===== src/rtl/axis_sample_discriminator.sv =====
// -----------------------------------------------------------------------------
// axis_sample_discriminator
//
// Per-channel hysteresis gate for parallel-sample AXI-Stream beats. A channel
// enters the "high" (event) state when any sample of a beat is strictly above
// threshold_high. It leaves that state when every sample is strictly below
// threshold_low. Only beats evaluated in the high state are forwarded. Each
// low-to-high entry also emits a timestamp {timer, sample_index}.
//
// Optional feature (compile-time macro):
//   SAMPLE_DISCRIMINATOR_RESET_TIMER_EN
//     When defined, reset_state also clears the per-channel beat timer.
//     When undefined (default), only i_reset clears the timer.
//
// Ports (AXI-Stream interfaces flattened; channel i is slice i):
//   clk                     sole clock
//   i_reset                 synchronous active-high reset
//   i_data_in_data/valid    input beats; o_data_in_ready is held 1
//   o_data_out_data/valid   gated beats, 1-cycle latency; no backpressure
//   o_timestamps_out_data   {timer, sample_index} per channel
//   o_timestamps_out_valid  one pulse per event start, aligned with the
//                           first forwarded beat of the event
//   i_config_in_data/valid  {threshold_high, threshold_low} per channel;
//                           o_config_in_ready is held 1
//   i_reset_state           pulse: clears is_high and sample_index
//
// The output streams have no ready inputs because the downstream consumer
// must always accept them.
// -----------------------------------------------------------------------------
module axis_sample_discriminator #(
  parameter int SAMPLE_WIDTH       = 16,
  parameter int PARALLEL_SAMPLES   = 4,
  parameter int N_CHANNELS         = 2,
  parameter int SAMPLE_INDEX_WIDTH = 14,
  parameter int CLOCK_WIDTH        = 50
) (
  input  logic                                                    clk,
  input  logic                                                    i_reset,
  input  logic [N_CHANNELS*SAMPLE_WIDTH*PARALLEL_SAMPLES-1:0]     i_data_in_data,
  input  logic [N_CHANNELS-1:0]                                   i_data_in_valid,
  output logic [N_CHANNELS-1:0]                                   o_data_in_ready,
  output logic [N_CHANNELS*SAMPLE_WIDTH*PARALLEL_SAMPLES-1:0]     o_data_out_data,
  output logic [N_CHANNELS-1:0]                                   o_data_out_valid,
  output logic [N_CHANNELS*(CLOCK_WIDTH+SAMPLE_INDEX_WIDTH)-1:0]  o_timestamps_out_data,
  output logic [N_CHANNELS-1:0]                                   o_timestamps_out_valid,
  input  logic [N_CHANNELS*2*SAMPLE_WIDTH-1:0]                    i_config_in_data,
  input  logic                                                    i_config_in_valid,
  output logic                                                    o_config_in_ready,
  input  logic                                                    i_reset_state
);

  localparam int BEAT_W = SAMPLE_WIDTH * PARALLEL_SAMPLES;
  localparam int TS_W   = CLOCK_WIDTH + SAMPLE_INDEX_WIDTH;

  typedef enum logic {
    ST_LOW  = 1'b0,
    ST_HIGH = 1'b1
  } state_t;

  assign o_data_in_ready   = '1;
  assign o_config_in_ready = 1'b1;

  for (genvar ch = 0; ch < N_CHANNELS; ch++) begin : g_ch
    state_t                          r_state;
    state_t                          w_state_cur;
    state_t                          w_state_next;
    logic signed [SAMPLE_WIDTH-1:0]  r_thr_high;
    logic signed [SAMPLE_WIDTH-1:0]  r_thr_low;
    logic [CLOCK_WIDTH-1:0]          r_timer;
    logic [CLOCK_WIDTH-1:0]          w_timer_cur;
    logic [CLOCK_WIDTH-1:0]          w_timer_next;
    logic [SAMPLE_INDEX_WIDTH-1:0]   r_index;
    logic [SAMPLE_INDEX_WIDTH-1:0]   w_index_cur;
    logic [SAMPLE_INDEX_WIDTH-1:0]   w_index_next;
    logic [BEAT_W-1:0]               r_dout_data;
    logic                            r_dout_valid;
    logic [TS_W-1:0]                 r_ts_data;
    logic                            r_ts_valid;
    logic [BEAT_W-1:0]               w_beat;
    logic                            w_valid;
    logic                            w_any_above;
    logic                            w_all_below;
    logic                            w_trigger;
    logic                            w_forward;

    assign w_beat  = i_data_in_data[ch*BEAT_W +: BEAT_W];
    assign w_valid = i_data_in_valid[ch];

    // reset_state acts on the beat of the same cycle: the beat sees a fresh
    // low state and a zero index, so "current" values are muxed here.
    always_comb begin
      // NOTE: every combinational output gets a default first so no path
      // leaves it unassigned, which would otherwise infer a latch.
      w_state_cur = i_reset_state ? ST_LOW : r_state;
      w_index_cur = i_reset_state ? '0 : r_index;
`ifdef SAMPLE_DISCRIMINATOR_RESET_TIMER_EN
      w_timer_cur = i_reset_state ? '0 : r_timer;
`else
      w_timer_cur = r_timer;
`endif
      w_any_above  = 1'b0;
      w_all_below  = 1'b1;
      w_state_next = w_state_cur;
      w_trigger    = 1'b0;

      for (int j = 0; j < PARALLEL_SAMPLES; j++) begin
        if ($signed(w_beat[j*SAMPLE_WIDTH +: SAMPLE_WIDTH]) > r_thr_high) begin
          w_any_above = 1'b1;
        end
        if (!($signed(w_beat[j*SAMPLE_WIDTH +: SAMPLE_WIDTH]) < r_thr_low)) begin
          w_all_below = 1'b0;
        end
      end

      // Entering high takes priority over leaving it, so a beat that is
      // both above high and below low (mis-ordered thresholds) triggers.
      if (w_valid) begin
        if (w_any_above) begin
          w_trigger    = (w_state_cur == ST_LOW);
          w_state_next = ST_HIGH;
        end else if (w_all_below) begin
          w_state_next = ST_LOW;
        end
      end

      w_forward    = w_valid && (w_state_next == ST_HIGH);
      w_index_next = w_forward ? w_index_cur + 1'b1 : w_index_cur;
      w_timer_next = w_valid   ? w_timer_cur + 1'b1 : w_timer_cur;
    end

    always_ff @(posedge clk) begin
      if (i_reset) begin
        r_state      <= ST_LOW;
        r_thr_high   <= '0;
        r_thr_low    <= '0;
        r_timer      <= '0;
        r_index      <= '0;
        r_dout_data  <= '0;
        r_dout_valid <= 1'b0;
        r_ts_data    <= '0;
        r_ts_valid   <= 1'b0;
      end else begin
        // NOTE: sequential state uses non-blocking assignments so every
        // register samples pre-edge values regardless of statement order.
        r_state      <= w_state_next;
        r_timer      <= w_timer_next;
        r_index      <= w_index_next;
        r_dout_valid <= w_forward;
        r_ts_valid   <= w_trigger;
        // New thresholds take effect from the next beat; this cycle's beat
        // was already compared against the registered (old) values.
        if (i_config_in_valid) begin
          r_thr_high <= i_config_in_data[2*SAMPLE_WIDTH*ch + SAMPLE_WIDTH +: SAMPLE_WIDTH];
          r_thr_low  <= i_config_in_data[2*SAMPLE_WIDTH*ch +: SAMPLE_WIDTH];
        end
        if (w_forward) begin
          r_dout_data <= w_beat;
        end
        if (w_trigger) begin
          r_ts_data <= {w_timer_cur, w_index_cur};
        end
      end
    end

    assign o_data_out_data[ch*BEAT_W +: BEAT_W]     = r_dout_data;
    assign o_data_out_valid[ch]                     = r_dout_valid;
    assign o_timestamps_out_data[ch*TS_W +: TS_W]   = r_ts_data;
    assign o_timestamps_out_valid[ch]               = r_ts_valid;
  end

endmodule


===== config.mk =====
export PLATFORM = sky130hd
export DESIGN_NAME = axis_sample_discriminator
export DESIGN_NICKNAME = d
export VERILOG_FILES = /design/src/rtl/axis_sample_discriminator.sv
export SDC_FILE = /design/constraint.sdc
export NUM_CORES = 1
export LEC_CHECK = 0
export BUFFER_PORTS_ARGS = -buffer_cell sky130_fd_sc_hd__buf_4
export CAP_MARGIN = 15
export CORE_ASPECT_RATIO = 2
export CORE_MARGIN = 2
export CORE_UTILIZATION = 50
export CTS_CLUSTER_DIAMETER = 200
export CTS_CLUSTER_SIZE = 24
export DETAILED_ROUTE_END_ITERATION = 10
export PLACE_DENSITY = 0.74
export SETUP_SLACK_MARGIN = 0.3
export SYNTH_ARGS = -nofsm -noshare
export SYNTH_HDL_FRONTEND = slang
export SYNTH_SLANG_ARGS = --single-unit

===== constraint.sdc =====
create_clock -name clk -period 4.95 [get_ports clk]
set_input_delay 0.495 -clock clk [delete_from_list [all_inputs] [get_ports clk]]
set_output_delay 0.495 -clock clk [all_outputs]
set_load 0.03 [all_outputs]

==> results.ini, run 1 <==
[run_status]
run_status = completed

[timing]
worst_slew_pin_slew_ns = 0.993
setup_tns_ns = 0
period_minus_slack_ns = 4.15
hold_violations = 0
max_freq_mhz = 241
max_slew_margin = 0.338
rsz0062_at_grt = false
fin_crit_sh = 0.838
finalMaxSlewViolations = 0
setup_viol = 0
clock_skew_ns = 0.0174

[clock_tree]
postCtsSetupBuffers = 0
cts_tree = built
clk_latency_ns = 0.57
clkTransAtPathRegs_ns = 0.10
hold_buffers = 0
ctsLongestPathBuffers = 3
htree_levels = 1
cts_root_buffer = clkbuf_16
cts_made_buffers = 22
cts_sinks = 454
cts-resized-gates = 0

[final_layout]
drive_gt1_frac = 0.173
area_delta_synth_final_pct = 18.4
mostFrequentLayoutCell = buf_4
fillers = 4120
final_cells = 3560
finalNetCount = 3444
finish.instance_area_mm2 = 0.0275
layout_common_cells = buf_4 (469), dfxtp_1 (454), nor2_1 (333)

[logic_synthesis]
async_reset_ff_frac = 0
synth.ff_latch_count = 454
synth_edf_count = 0
synth_area_leader_cell = dfxtp_1
synth_top_flop_cell = dfxtp_1
syn_area_per_cell_um2 = 8.83
synth_area_leaders = dfxtp_1 (39%), ha_1 (14%), mux2i_1 (8.8%)
netlist.area_leader.share = 0.392
netlist_instances = 2627
netlist_area_mm2 = 0.0232
yosysWarnings = 0
ys_seq_area_frac = 0.392
ys_types = 64

[power]
total_power_mw = 7.23
leakage_nw = 12.0
powerDensity_mw_per_mm2 = 263
max-vdd-ir-drop_uv = 382

[grt]
grt_max_degree = 115
grt_overflow = 0
grt_pass1_vias = 20500
grt_first_pass_wirelength_um = 111000
grtUsageTotal = 0.296
antenna_found_initial = 1

[setup_path]
crit_arrival_ns = 4.56
cpMostUsedCell = nor2_1
critical_path_class = register to register
critPathMaxStageDelay_ns = 0.72
cp_slowest_cell = nor4b_1
crit_fanout = 48
worstPathCellList = inv_1, ha_1, a211oi_1, nor2_1, nor4b_1, o221ai_1, o311a_1, o41a_1, a31oi_4, buf_4, mux2i_1, nor2_1
required_ns = 5.36
endpoint_kind = register
start_kind = register

[floorplan]
core_region_area_mm2 = 0.0458
rows = 111
initial_core_util = 0.506
ios = 461
die_y_um = 309
dieArea_mm2 = 0.0482
die_w_um = 156

[min_path]
min_path_type = primary input to register

[routing]
drc_errors = 0
wl_per_cell_um = 20.7
vias = 20600
first_iter_violations = 1182
totalWireLength_um = 73800
viasPerCell = 5.79
drtAntennaViolNets = 0
dr.pass1.iters = 5

[place]
gp_congestion = 0.993
hpwl_um = 58000
numPortBuffers = 457
place_inst = 3535
postPlaceCellArea_mm2 = 0.0269

[run]
max_cap_viol_count = 0

## worst max-delay path: cells and delay by family (launching register included)
family | cells | cell delay [ns]
buf+inv | 2 | 0.84
compound gates | 5 | 1.30
mux | 1 | 0.28
flops | 1 | 0.33
fa+ha+maj | 1 | 0.33
simple gates | 3 | 0.92
## final timing paths
path                                                          from                                   end  slack (ns)  depth (start not counted)
worst max-delay path            g_ch[0].r_thr_high[5]$_SDFFE_PP0P_  g_ch[0].r_dout_data[43]$_SDFFE_PP0P_        0.80                         12
worst min-delay path                          i_config_in_data[53]    g_ch[1].r_thr_high[5]$_SDFFE_PP0P_        0.17                          3
worst min register to register  g_ch[1].r_ts_data[10]$_SDFFE_PP0P_    g_ch[1].r_ts_data[10]$_SDFFE_PP0P_        0.46                          2
worst max register to register  g_ch[0].r_thr_high[5]$_SDFFE_PP0P_  g_ch[0].r_dout_data[43]$_SDFFE_PP0P_        0.80                         12
## area by class of cell
cell class / count / area [µm²] / share of cell area
Antenna cell: 1 / 2.50 / 0.0000911
Inverter: 94 / 353 / 0.0128
Timing Repair Buffer: 474 / 3620 / 0.132
Multi-Input combinational cell: 1948 / 13100 / 0.478
Tap cell: 565 / 707 / 0.0257
Sequential cell: 454 / 9090 / 0.331
Clock buffer: 23 / 564 / 0.0205
Clock inverter: 1 / 16.3 / 0.000592
## logic make-up after synthesis
| family | Yosys count | share of synthesized area |
|---|---|---|
| adder cells (fa/ha/maj) | 252 | 0.136 |
| AO/OA/AOI/OAI | 478 | 0.120 |
| flip-flops | 454 | 0.392 |
| multiplexers | 212 | 0.0920 |
| buffers and inverters | 227 | 0.0438 |
| XOR/XNOR | 81 | 0.0306 |
| other | 1 | 0.000162 |
| AND/OR/NAND/NOR | 922 | 0.186 |
## synthesized netlist by cell type (8+ instances only)
cell type,number
and2_1,9
buf_6,14
and4_1,21
o21ai_0,122
a21o_1,25
o211ai_1,8
clkbuf_1,88
a2111oi_0,11
nand4_1,53
xor2_1,61
mux2_2,9
mux2i_1,203
buf_4,14
nand3_1,114
nor2b_1,50
or3_1,30
xnor2_1,20
buf_1,12
dfxtp_1,454
nor3_1,11
and3_1,37
nand2b_1,12
a211oi_1,14
nor2_1,334
inv_1,94
a21oi_1,233
nand2_1,226
ha_1,252
## through the flow
| step | hold WS, ns | setup WS, ns | utilization |
|---|---|---|---|
| 2_1_floorplan | 0.439 | 1.69 | - |
| 3_3_place_gp | 0.445 | 0.881 | 0.587 |
| 3_5_place_dp | 0.445 | 0.840 | 0.587 |
| 4_1_cts | 0.140 | 0.869 | 0.599 |
| 5_1_grt | 0.146 | 0.727 | 0.599 |
| 6_report | 0.165 | 0.800 | 0.599 |
## report_power, final
part / leakage (nW) / switching (mW) / internal (mW) / total (mW)
Combinational: 8.00 / 0.864 / 0.554 / 1.42
Sequential: 3.70 / 0.0665 / 3.76 / 3.83
Clock: 0.285 / 1.16 / 0.820 / 1.98
Total: 12.0 / 2.09 / 5.13 / 7.23
## routing by layer
layer | track usage | up-vias | share of wire | wire length [µm]
met5 | 0 | - | 0 | 0
met4 | 0.222 | 0 | 0.087 | 6430
met1 | 0.285 | 9724 | 0.34 | 24900
met3 | 0.0403 | 244 | 0.054 | 3980
li1 | - | 9904 | - | -
met2 | 0.560 | 728 | 0.52 | 38400
## flip-flops by register name, indices dropped and copies added, names as in the netlist
signal             flops
g_ch.r_ts_valid        2
g_ch.r_dout_valid      2
g_ch.r_dout_data     128
g_ch.r_thr_high       32
g_ch.r_index          28
g_ch.r_thr_low        32
g_ch.r_state           2
g_ch.r_ts_data       128
g_ch.r_timer         100
Note: power is estimated with default switching activity, not from simulation.
==> run 2: changes to the inputs <==
Settings changed: ABC_AREA set to 1, PLACE_DENSITY 0.74 to 0.76.
Clock period 4.95 ns to 3.7 ns, I/O delays scaled along.
==> results.ini, run 2 <==
[routing]
dr.pass1.iters = 6  ; +1
wl_met1_um = 28100  ; +13%
viasPerCell = 5.45  ; -5.8%
dr_wl_met2_um = 39100  ; +1.7%
wl_per_cell_um = 17.3  ; -16%
drc_errors = 0  ; unchanged
met3_length_um = 4600  ; +16%
vias = 23900  ; +16%
topRoutingLayerUsed = met4
drtAntennaViolNets = 0  ; unchanged
totalWireLength_um = 76000  ; +3.0%
first_iter_violations = 1605  ; +36%

[timing]
setup_viol = 0  ; unchanged
fin_crit_sh = 0.834  ; -0.00411
clock_skew_ns = 0.0273  ; +0.00986 ns
layout_setup_ws_ns = 0.613  ; -0.187 ns
hold_violations = 0  ; unchanged
max_slew_margin = 0.254  ; -0.0844
worst_slew_pin_slew_ns = 1.12  ; +0.127 ns
period_minus_slack_ns = 3.09  ; -1.06 ns
rsz0062_at_grt = false
setup_tns_ns = 0  ; unchanged
max_freq_mhz = 324  ; +34%
finalMaxSlewViolations = 0  ; unchanged

[setup_path]
critical_path_class = register to register
start_kind = register
crit_arrival_ns = 3.58  ; -0.98 ns
endpoint_kind = register
crit_fanout = 39  ; -19%
required_ns = 4.19  ; -1.17 ns

[logic_synthesis]
syn_area_per_cell_um2 = 7.22  ; -18%
async_reset_ff_frac = 0  ; unchanged
ys_types = 39  ; -39%
synth_area_leader_cell = dfxtp_1
synth.most_common_cell = nand2_1
netlist_instances = 3389  ; +29%
synth_common_cells = nand2_1 (547), dfxtp_1 (454), a21oi_1 (431), inv_1 (404), nor2_1 (358)
synth_area_leaders = dfxtp_1 (37%), ha_1 (13%), a21oi_1 (8.8%)
netlist.area_leader.share = 0.371  ; -0.0204
synth_top_flop_cell = dfxtp_1
synth.ff_latch_count = 454  ; unchanged
synth_edf_count = 0  ; unchanged
netlist_area_mm2 = 0.0245  ; +5.5%
yosysWarnings = 0  ; unchanged
ys_seq_area_frac = 0.371  ; -0.0204

[clock_tree]
clk_latency_ns = 0.59  ; +0.02 ns
hold_buffers = 2  ; +2
ctsLongestPathBuffers = 3  ; unchanged
cts_sinks = 454  ; unchanged
htree_levels = 1  ; unchanged
clkTransAtPathRegs_ns = 0.11  ; about the same
cts-resized-gates = 0  ; unchanged
cts_made_buffers = 22  ; unchanged
cts_root_buffer = clkbuf_16
postCtsSetupBuffers = 0  ; unchanged
cts_tree = built

[floorplan]
initial_core_util = 0.506  ; about the same
rows = 114  ; +2.7%
ios = 461  ; unchanged
die_y_um = 317  ; +2.7%
core_region_area_mm2 = 0.0484  ; +5.5%
die_w_um = 160  ; +2.6%
dieArea_mm2 = 0.0508  ; +5.4%

[grt]
grt_overflow = 0  ; unchanged
grt_pass1_vias = 22900  ; +12%
grt_max_degree = 112  ; -2.6%
grtUsageTotal = 0.289  ; -0.00620
antenna_found_initial = 2  ; +1
grt_first_pass_wirelength_um = 119000  ; +6.9%

[final_layout]
fillers = 4576  ; +11%
drive_gt1_frac = 0.140  ; -0.0332
mostFrequentLayoutCell = nand2_1
finish.instance_area_mm2 = 0.0289  ; +5.1%
final_util = 0.597  ; -0.00205
area_delta_synth_final_pct = 18.0
regArea_mm2 = 0.00909  ; unchanged
layout_common_cells = nand2_1 (547), buf_4 (478), dfxtp_1 (454)
multiInputGateArea_mm2 = 0.0132  ; +0.30%
finalNetCount = 4196  ; +22%
largest_registers = g_ch.r_dout_data (128), g_ch.r_ts_data (128), g_ch.r_timer (100)

[place]
postPlaceCellArea_mm2 = 0.0283  ; +5.2%
hpwl_um = 58100  ; +0.24%
dpl_worst_slack_ns = 0.670  ; -0.170 ns
numPortBuffers = 457  ; unchanged
gp_congestion = 0.959  ; -3.5%

[power]
max-vdd-ir-drop_uv = 362  ; -5.5%
leakage_nw = 12.5  ; +4.1%
powerDensity_mw_per_mm2 = 361  ; +37%

[min_path]
min_path_type = primary input to register

[run_status]
run_status = completed

[run]
max_cap_viol_count = 0  ; unchanged

run 2: changes by cell type in the layout (fill, tap and decap cells not counted), moves of 28 or more:
| cell | delta |
|---|---|
| nor4_1 | +40 |
| mux2i_1 | -203 |
| nor2b_1 | -49 |
| nor3_1 | +77 |
| nand2_1 | +321 |
| and3_1 | -36 |
| nand3_1 | +130 |
| o21ai_0 | +129 |
| or3_1 | -28 |
| a21oi_1 | +198 |
| inv_1 | +308 |
run 2: through the flow:
| stage | hold WS, ns | cells | power, mW |
|---|---|---|---|
| floorplan | 0.436 | 3391 | 6.87 |
| global placement | 0.432 | 4358 | 7.76 |
| detailed placement | 0.436 | 4358 | 7.81 |
| CTS | 0.00965 | 4384 | 10.5 |
| global route | 0.0481 | 4386 | 10.9 |
| finish | 0.0506 | 4387 | 10.4 |
run 2: kinds of logic after synthesis:
group                      count (synthesis)  synth area share
AOI/OAI and AO/OA                        723             0.152
adders and majority gates                252             0.129
other                                      1          0.000153
and+or+nand+nor                         1340             0.234
DFF                                      454             0.371
buffers and inverters                    560            0.0920
xor gates and xnor gates                  59            0.0211
run 2: worst paths after layout:
kind / startpoint / endpoint / slack (ns) / cells past startpoint
hold / removal: i_config_in_data[32] / g_ch[1].r_thr_low[0]$_SDFFE_PP0P_ / 0.05 / 3
setup / recovery: g_ch[0].r_thr_high[5]$_SDFFE_PP0P_ / g_ch[0].r_dout_data[10]$_SDFFE_PP0P_ / 0.61 / 13
hold reg to reg: g_ch[1].r_ts_data[31]$_SDFFE_PP0P_ / g_ch[1].r_ts_data[31]$_SDFFE_PP0P_ / 0.45 / 2
setup reg to reg: g_ch[0].r_thr_high[5]$_SDFFE_PP0P_ / g_ch[0].r_dout_data[10]$_SDFFE_PP0P_ / 0.61 / 13
run 2: metal layers:
layer | track usage | up-vias
met5 | 0 | -
met4 | 0.154 | 0
met3 | 0.0457 | 206
met2 | 0.551 | 790
met1 | 0.303 | 11000
li1 | - | 11900
run 2: final cells by class:
type                    count  share of cell area
clock inverters             1            0.000563
diodes                      3            0.000260
clock buffers              23              0.0195
inverters                 405              0.0529
repair buffers            486               0.129
well taps                 638              0.0276
flip-flops and latches    454               0.315
multi-input cells        2377               0.456
run 2: worst max-delay path, cell delays in order, from the launching register on:
cell	delay [ns]
dfxtp_1	0.33
inv_1	0.14
ha_1	0.35
nand2_1	0.08
nor3_1	0.52
nand4_1	0.16
nand3_1	0.12
nand4_1	0.07
nand2_1	0.16
nand2_2	0.26
nand2_2	0.13
buf_4	0.38
nand2_1	0.09
a21oi_1	0.15
run 2: power by group:
group	total, mW	leakage, nW	internal [mW]	switching (mW)
clock network	2.71	0.285	1.10	1.62
logic	2.47	8.47	0.886	1.59
registers	5.24	3.72	5.12	0.118
